[config.mk]
export PLATFORM = sky130hd
export DESIGN_NAME = counter_step_ctrl_flat
export DESIGN_NICKNAME = d
export VERILOG_FILES = /design/src/rtl/counter_step_ctrl_pkg.sv /design/src/rtl/counter_step_ctrl_if.sv /design/src/rtl/counter_step_ctrl_display7.sv /design/src/rtl/counter_step_ctrl.sv /design/src/flat_wrapper.sv
export SDC_FILE = /design/constraint.sdc
export NUM_CORES = 1
export LEC_CHECK = 0
export ABC_AREA = 0
export CAP_MARGIN = 0
export CORE_UTILIZATION = 40
export DETAILED_ROUTE_END_ITERATION = 10
export MAX_ROUTING_LAYER = met4
export PLACE_DENSITY = 0.65
export SLEW_MARGIN = 10
export SYNTH_ARGS = -nofsm -noshare
export SYNTH_HDL_FRONTEND = slang
export SYNTH_HIERARCHICAL = 1
export SYNTH_SLANG_ARGS = --single-unit
[constraint.sdc]
create_clock -name CLK -period 2.58 [get_ports CLK]
set_input_delay 0.516 -clock CLK [delete_from_list [all_inputs] [get_ports CLK]]
set_output_delay 0.516 -clock CLK [all_outputs]
set_load 0.01 [all_outputs]
[src/rtl/counter_step_ctrl_pkg.sv]
// Shared definitions for the run/pause/step count sequencer: state
// encoding, count width, load values and the +/-1 step helper.
package counter_step_ctrl_pkg;

   localparam int CNT_W = 3;

   typedef logic [CNT_W-1:0] cnt_t;

   typedef enum logic [1:0] {
      ST_IDLE  = 2'b00,
      ST_RUN   = 2'b01,
      ST_PAUSE = 2'b10,
      ST_DONE  = 2'b11
   } state_t;

   localparam cnt_t LOAD_UP = 3'd0;
   localparam cnt_t LOAD_DN = 3'd7;

   // Starting value for a fresh load in the given direction.
   function automatic cnt_t load_val(input logic up);
      return up ? LOAD_UP : LOAD_DN;
   endfunction

   // One count step, wrapping modulo 8 in either direction.
   function automatic cnt_t step_cnt(input cnt_t q, input logic up);
      return up ? cnt_t'(q + 3'd1) : cnt_t'(q - 3'd1);
   endfunction

endpackage

[src/rtl/counter_step_ctrl_if.sv]
// Control and status bundle of the count sequencer. The board side
// (master) drives the requests; the sequencer (slave) drives the status.
interface counter_step_ctrl_if;
   import counter_step_ctrl_pkg::*;

   logic       iStart;
   logic       iStop;
   logic       iStep;
   logic       iUp;
   cnt_t       iLimit;
   cnt_t       oQ;
   logic [1:0] oState;
   logic       oTick;
   logic       oDone;
   logic [6:0] oDisplay;

   modport master (
      output iStart, iStop, iStep, iUp, iLimit,
      input  oQ, oState, oTick, oDone, oDisplay
   );

   modport slave (
      input  iStart, iStop, iStep, iUp, iLimit,
      output oQ, oState, oTick, oDone, oDisplay
   );

endinterface

[src/rtl/counter_step_ctrl_display7.sv]
// Hex digit to 7-segment decoder, segments ordered {g,f,e,d,c,b,a},
// active-high.
module display7 (
   input  logic [3:0] value,
   output logic [6:0] seg
);

   // Pure lookup of the segment pattern for each hex digit.
   always_comb begin
      seg = 7'h00;
      case (value)
         4'h0: seg = 7'h3F;
         4'h1: seg = 7'h06;
         4'h2: seg = 7'h5B;
         4'h3: seg = 7'h4F;
         4'h4: seg = 7'h66;
         4'h5: seg = 7'h6D;
         4'h6: seg = 7'h7D;
         4'h7: seg = 7'h07;
         4'h8: seg = 7'h7F;
         4'h9: seg = 7'h6F;
         4'hA: seg = 7'h77;
         4'hB: seg = 7'h7C;
         4'hC: seg = 7'h39;
         4'hD: seg = 7'h5E;
         4'hE: seg = 7'h79;
         4'hF: seg = 7'h71;
         default: seg = 7'h00;
      endcase
   end

endmodule

[src/rtl/counter_step_ctrl.sv]
// Run/pause/step sequencer owning the 3-bit count register. In RUN the
// count advances once every DIV clocks; PAUSE allows single steps; the
// sequencer parks in DONE when an update lands on the programmed limit.
module counter_step_ctrl
   import counter_step_ctrl_pkg::*;
#(
   parameter int DIV = 4
) (
   input logic              CLK,
   input logic              rst_n,
   counter_step_ctrl_if.slave bus
);

   // Prescaler is sized for the largest legal DIV (16 -> values 0..15).
   localparam logic [3:0] PRE_MAX = 4'(DIV - 1);

   state_t     state_q, state_d;
   cnt_t       q_q, q_d;
   logic [3:0] pre_q, pre_d;
   logic       up_q, up_d;
   logic       tick_q, tick_d;
   logic       done_q;
   logic       load;
   logic       upd;

   // Next-state logic: pick load/update/transition with priority stop > start > step.
   always_comb begin
      state_d = state_q;
      q_d     = q_q;
      pre_d   = pre_q;
      up_d    = up_q;
      tick_d  = 1'b0;
      load    = 1'b0;
      upd     = 1'b0;

      case (state_q)
         ST_IDLE: begin
            if (!bus.iStop && bus.iStart) load = 1'b1;
         end
         ST_RUN: begin
            // A stop on the edge an update is due suppresses that update;
            // the prescaler keeps its phase.
            if (bus.iStop) begin
               state_d = ST_PAUSE;
            end else if (pre_q == PRE_MAX) begin
               pre_d = 4'd0;
               upd   = 1'b1;
            end else begin
               pre_d = pre_q + 4'd1;
            end
         end
         ST_PAUSE: begin
            if (bus.iStop) begin
               state_d = ST_PAUSE;
            end else if (bus.iStart) begin
               state_d = ST_RUN;
               pre_d   = 4'd0;
            end else if (bus.iStep) begin
               upd = 1'b1;
            end
         end
         ST_DONE: begin
            if (bus.iStop) state_d = ST_IDLE;
            else if (bus.iStart) load = 1'b1;
         end
         default: state_d = ST_IDLE;
      endcase

      // Load never triggers the limit compare; only updates do.
      if (load) begin
         up_d    = bus.iUp;
         q_d     = load_val(bus.iUp);
         pre_d   = 4'd0;
         state_d = ST_RUN;
      end

      if (upd) begin
         q_d    = step_cnt(q_q, up_q);
         tick_d = 1'b1;
         if (q_d == bus.iLimit) state_d = ST_DONE;
      end
   end

   // State, count, prescaler, direction and status flags.
   always_ff @(posedge CLK) begin
      if (!rst_n) begin
         state_q <= ST_IDLE;
         q_q     <= LOAD_UP;
         pre_q   <= 4'd0;
         up_q    <= 1'b1;
         tick_q  <= 1'b0;
         done_q  <= 1'b0;
      end else begin
         state_q <= state_d;
         q_q     <= q_d;
         pre_q   <= pre_d;
         up_q    <= up_d;
         tick_q  <= tick_d;
         done_q  <= (state_d == ST_DONE);
      end
   end

   assign bus.oQ     = q_q;
   assign bus.oState = state_q;
   assign bus.oTick  = tick_q;
   assign bus.oDone  = done_q;

   display7 u_display7 (
      .value ({1'b0, q_q}),
      .seg   (bus.oDisplay)
   );

endmodule

[src/flat_wrapper.sv]
// flat-port wrapper written by rule: the top's interface ports become plain ports
module counter_step_ctrl_flat import counter_step_ctrl_pkg::*;
#(
   parameter int DIV = 4
)
  (CLK, rst_n, bus_iStart, bus_iStop, bus_iStep, bus_iUp, bus_iLimit, bus_oQ, bus_oState, bus_oTick, bus_oDone, bus_oDisplay);
  counter_step_ctrl_if bus_i ();
  input logic CLK;
  input logic rst_n;
  input wire logic [$bits(bus_i.iStart)-1:0] bus_iStart;
  input wire logic [$bits(bus_i.iStop)-1:0] bus_iStop;
  input wire logic [$bits(bus_i.iStep)-1:0] bus_iStep;
  input wire logic [$bits(bus_i.iUp)-1:0] bus_iUp;
  input wire logic [$bits(bus_i.iLimit)-1:0] bus_iLimit;
  output wire logic [$bits(bus_i.oQ)-1:0] bus_oQ;
  output wire logic [$bits(bus_i.oState)-1:0] bus_oState;
  output wire logic [$bits(bus_i.oTick)-1:0] bus_oTick;
  output wire logic [$bits(bus_i.oDone)-1:0] bus_oDone;
  output wire logic [$bits(bus_i.oDisplay)-1:0] bus_oDisplay;
  assign bus_i.iStart = bus_iStart;
  assign bus_i.iStop = bus_iStop;
  assign bus_i.iStep = bus_iStep;
  assign bus_i.iUp = bus_iUp;
  assign bus_i.iLimit = bus_iLimit;
  assign bus_oQ = bus_i.oQ;
  assign bus_oState = bus_i.oState;
  assign bus_oTick = bus_i.oTick;
  assign bus_oDone = bus_i.oDone;
  assign bus_oDisplay = bus_i.oDisplay;
  counter_step_ctrl #(.DIV(DIV)) u_core (.CLK(CLK), .rst_n(rst_n), .bus(bus_i));
endmodule
==> out/results.tsv <==
stage	metric	value	unit
flow_run	Max-Cap Viols	0	
clock_tree	CTS root buffer	clkbuf_4	
final_layout	most common cell after layout, fill and taps aside	clkdlybuf4s50_1	
final_layout	area delta synth->final	29.27	%
route	Routed WL	2390	um
route	DR vias/cell	5.462	
setup_path	WP data arrival	1.96	ns
yosys	Unique masters post-synth	46	
clock_tree	H-tree depth	1	
final_layout	final net count	177	
min_path	HP Class	reg -> reg	
yosys	Avg Synthesized Cell Area	9.079	um2
timing	Post-Route Skew	0.003724	ns
pwr	Leak	0.0005843	uW
final_layout	most frequent cells in the layout	clkdlybuf4s50_1, ha_1, inv_1, dfxtp_1	
route	Remaining DRCs	0	
die	die height	54.41	um
global_routing	grt total ovfl	0	
global_routing	total track usage	0.1854	
die	row cnt	18	
yosys	prevailing post-synth register cell	dfxtp_1	
status	outcome	completed	
placement	GPL Wtd Cong	0.8531	
pwr	Power Internal	384.3	uW
die	die span in x	54.41	um
yosys	Yosys reg bits	12	
final_layout	fillcell total	231	
placement	dpl cell area	1383	um2
clock_tree	Max clock buf depth	2	
yosys	EDFF count, synth	0	
global_routing	first-pass GRT wire length	3829	um
setup_path	Worst Setup End Kind	primary output	
setup_path	Worst EP required	2.06	ns
yosys	Synth async-reset ratio	0	
final_layout	Finished Cell Area	1420	um2
global_routing	vias in the first global route	865	
timing	Setup-failing EPs final	0	
timing	fmax	403.2	MHz
route	vias	994	
setup_path	CP bufs+invs	2	
yosys	Synth area leader	dfxtp_1	
clock_tree	Reg clk slew, reported paths	0.08	ns
placement	hpwl dp	1838	um
setup_path	Crit Path Category	reg -> out	
setup_path	crit-path max FO	7	
placement	Post-Place Worst Slack	0.2720	ns
timing	final worst path period need	2.480	ns
clock_tree	CTS tree	built	
yosys	sequential share of the synthesized area	0.2187	
timing	Fin. Hold Viols	0	
setup_path	Critical Path, Cell by Cell	buf_4, ha_1, mux2_2, a21oi_1, clkdlybuf4s50_1	
yosys	Synth Instances	121	
timing	unrepaired setup endpoints after global routing	false	
yosys	Synth top area share	0.2187	
route	antenna viol nets, final	0	
global_routing	initial antenna violation count	0	
clock_tree	clock sinks	12	
route	WL/cell	13.13	um
global_routing	largest net degree at the start of global routing	14	
setup_path	Worst path top cell family by delay	buffers and inverters	
timing	setup_tns	0	ns
pwr	Seq pwr share	0.367	
setup_path	CP max-delay cell	clkdlybuf4s50_1	
route	DRT iter0 DRCs	18	
pwr	clock share of power	0.276	
placement	count of buffers from port buffering	22	
clock_tree	CTS Buf Count	3	
timing	Final WS setup	0.09974	ns
pwr	Pwr Density	395.6	nW/um2
route	Pre-antenna DRT Iters	4	
setup_path	Worst Setup Start Kind	flop	
pwr	Net Switching	177.5	uW
pwr	Gate power share	0.357	
pwr	peak supply drop	0.3980	mV
timing	crit share post-route	0.9613	
clock_tree	clk_lat worst skew	0.28	ns
die	core box area	2545	um2
die	Initial Util	0.4317	
yosys	Synth area leaders	dfxtp_1, ha_1, inv_1	
die	die area	2960	um2
final_layout	number of diodes	0	
setup_path	max incr delay on CP	0.54	ns
yosys	Syn. warnings	6	
yosys	Syn Std Cell Area	1099	um2
timing	Max Transition Viols Final	0	
clock_tree	Post-CTS Setup Bufs	0	
die	IO Pins	23	
pwr	Switching Share	0.3159	
final_layout	share of post-route cells with drive strength above 1	0.1184	
==> per-stage QoR <==
stage	cells	hold slack (ns)	power (uW)	util
after floorplan	125	0.4828	332.7	-
after global placement	178	0.5111	403.0	0.5433
after detailed placement	178	0.5202	409.9	0.5433
after CTS	182	0.5320	566.7	0.5570
after global routing	182	0.5669	597.8	0.5580
final	182	0.5351	561.9	0.5580
==> worst register-to-register path: stages, from the launching register on <==
cell     delay [ns]
dfxtp_1        0.38
buf_4          0.17
inv_1          0.06
fa_1           0.58
xor2_1         0.15
nand3_1        0.09
nor3_1         0.34
or2_1          0.16
==> sequential cells by signal (all words and copies together) (netlist names) <==
| register | flops |
|---|---|
| u_core/pre_q | 4 |
| u_core/bus.oQ | 3 |
| u_core/bus.oState | 2 |
| u_core/bus.oDone | 1 |
| u_core/bus.oTick | 1 |
| u_core/up_q | 1 |
==> layer usage <==
layer  up-vias  share of wire  GRT usage  wire (um)
met5         -              0          -          0
met4         0          0.011    0.07265         27
met3         6          0.042    0.05833        100
met2        28           0.49     0.3028       1171
met1       473           0.46     0.2093       1090
li1        487              -          -          -
==> power groups by stage <==
stage               combinational, uW  clock, uW  sequential (uW)
detailed placement                199          0              211
finish                            201        155              206
global placement                  194          0              209
floorplan                         120          0              212
CTS                               199        161              206
global route                      223        167              208
==> synth_stat cells, drive strengths merged, types with 2 or more instances <==
cell / n
nor2b: 3
or2b: 2
nor3b: 2
ha: 14
mux2i: 4
o21ai: 3
a21o: 3
nand2: 4
xor2: 2
buf: 3
a21oi: 7
inv: 12
nand3: 5
and3: 2
nor2: 7
mux2: 3
or3: 2
o31a: 3
nor3: 3
dfxtp: 12
nand2b: 3
==> cells by family after synthesis <==
| family | synth area share |
|---|---|
| buffers and inverters | 0.06491 |
| other | 0.003414 |
| adder cells (fa/ha/maj) | 0.1777 |
| flip-flops | 0.2187 |
| AO/OA/AOI/OAI | 0.1959 |
| multiplexers | 0.09112 |
| AND/OR/NAND/NOR | 0.2039 |
| XOR/XNOR | 0.04442 |
==> final timing paths <==
kind / end / slack, ns / cells after the start / from
max reg2reg: u_core/bus.oState[1] / 0.61 / 7 / u_core/bus.oQ[0]
min reg2reg: u_core/pre_q[3] / 0.54 / 1 / u_core/pre_q[3]
min: u_core/pre_q[3] / 0.54 / 1 / u_core/pre_q[3]
max: bus_oDisplay[5] / 0.1 / 5 / u_core/bus.oQ[1]
==> final cells by class <==
cell class | count | area, um2 | area share
clock buffers | 4 | 36.28 | 0.02555
inverters | 12 | 45.04 | 0.03172
multi-input cells | 97 | 802.0 | 0.5648
flip-flops and latches | 12 | 240.2 | 0.1692
well taps | 30 | 37.54 | 0.02643
repair buffers | 27 | 259.0 | 0.1824
==> timing repair <==
| action | CTS | global route |
|---|---|---|
| endpoints found under the setup margin | 1 | 1 |
| resized for setup | 1 | 1 |
| hold buffers | 0 | 0 |
| hold endpoints to repair | 0 | 0 |
Note: power is estimated with default switching activity, not from simulation.
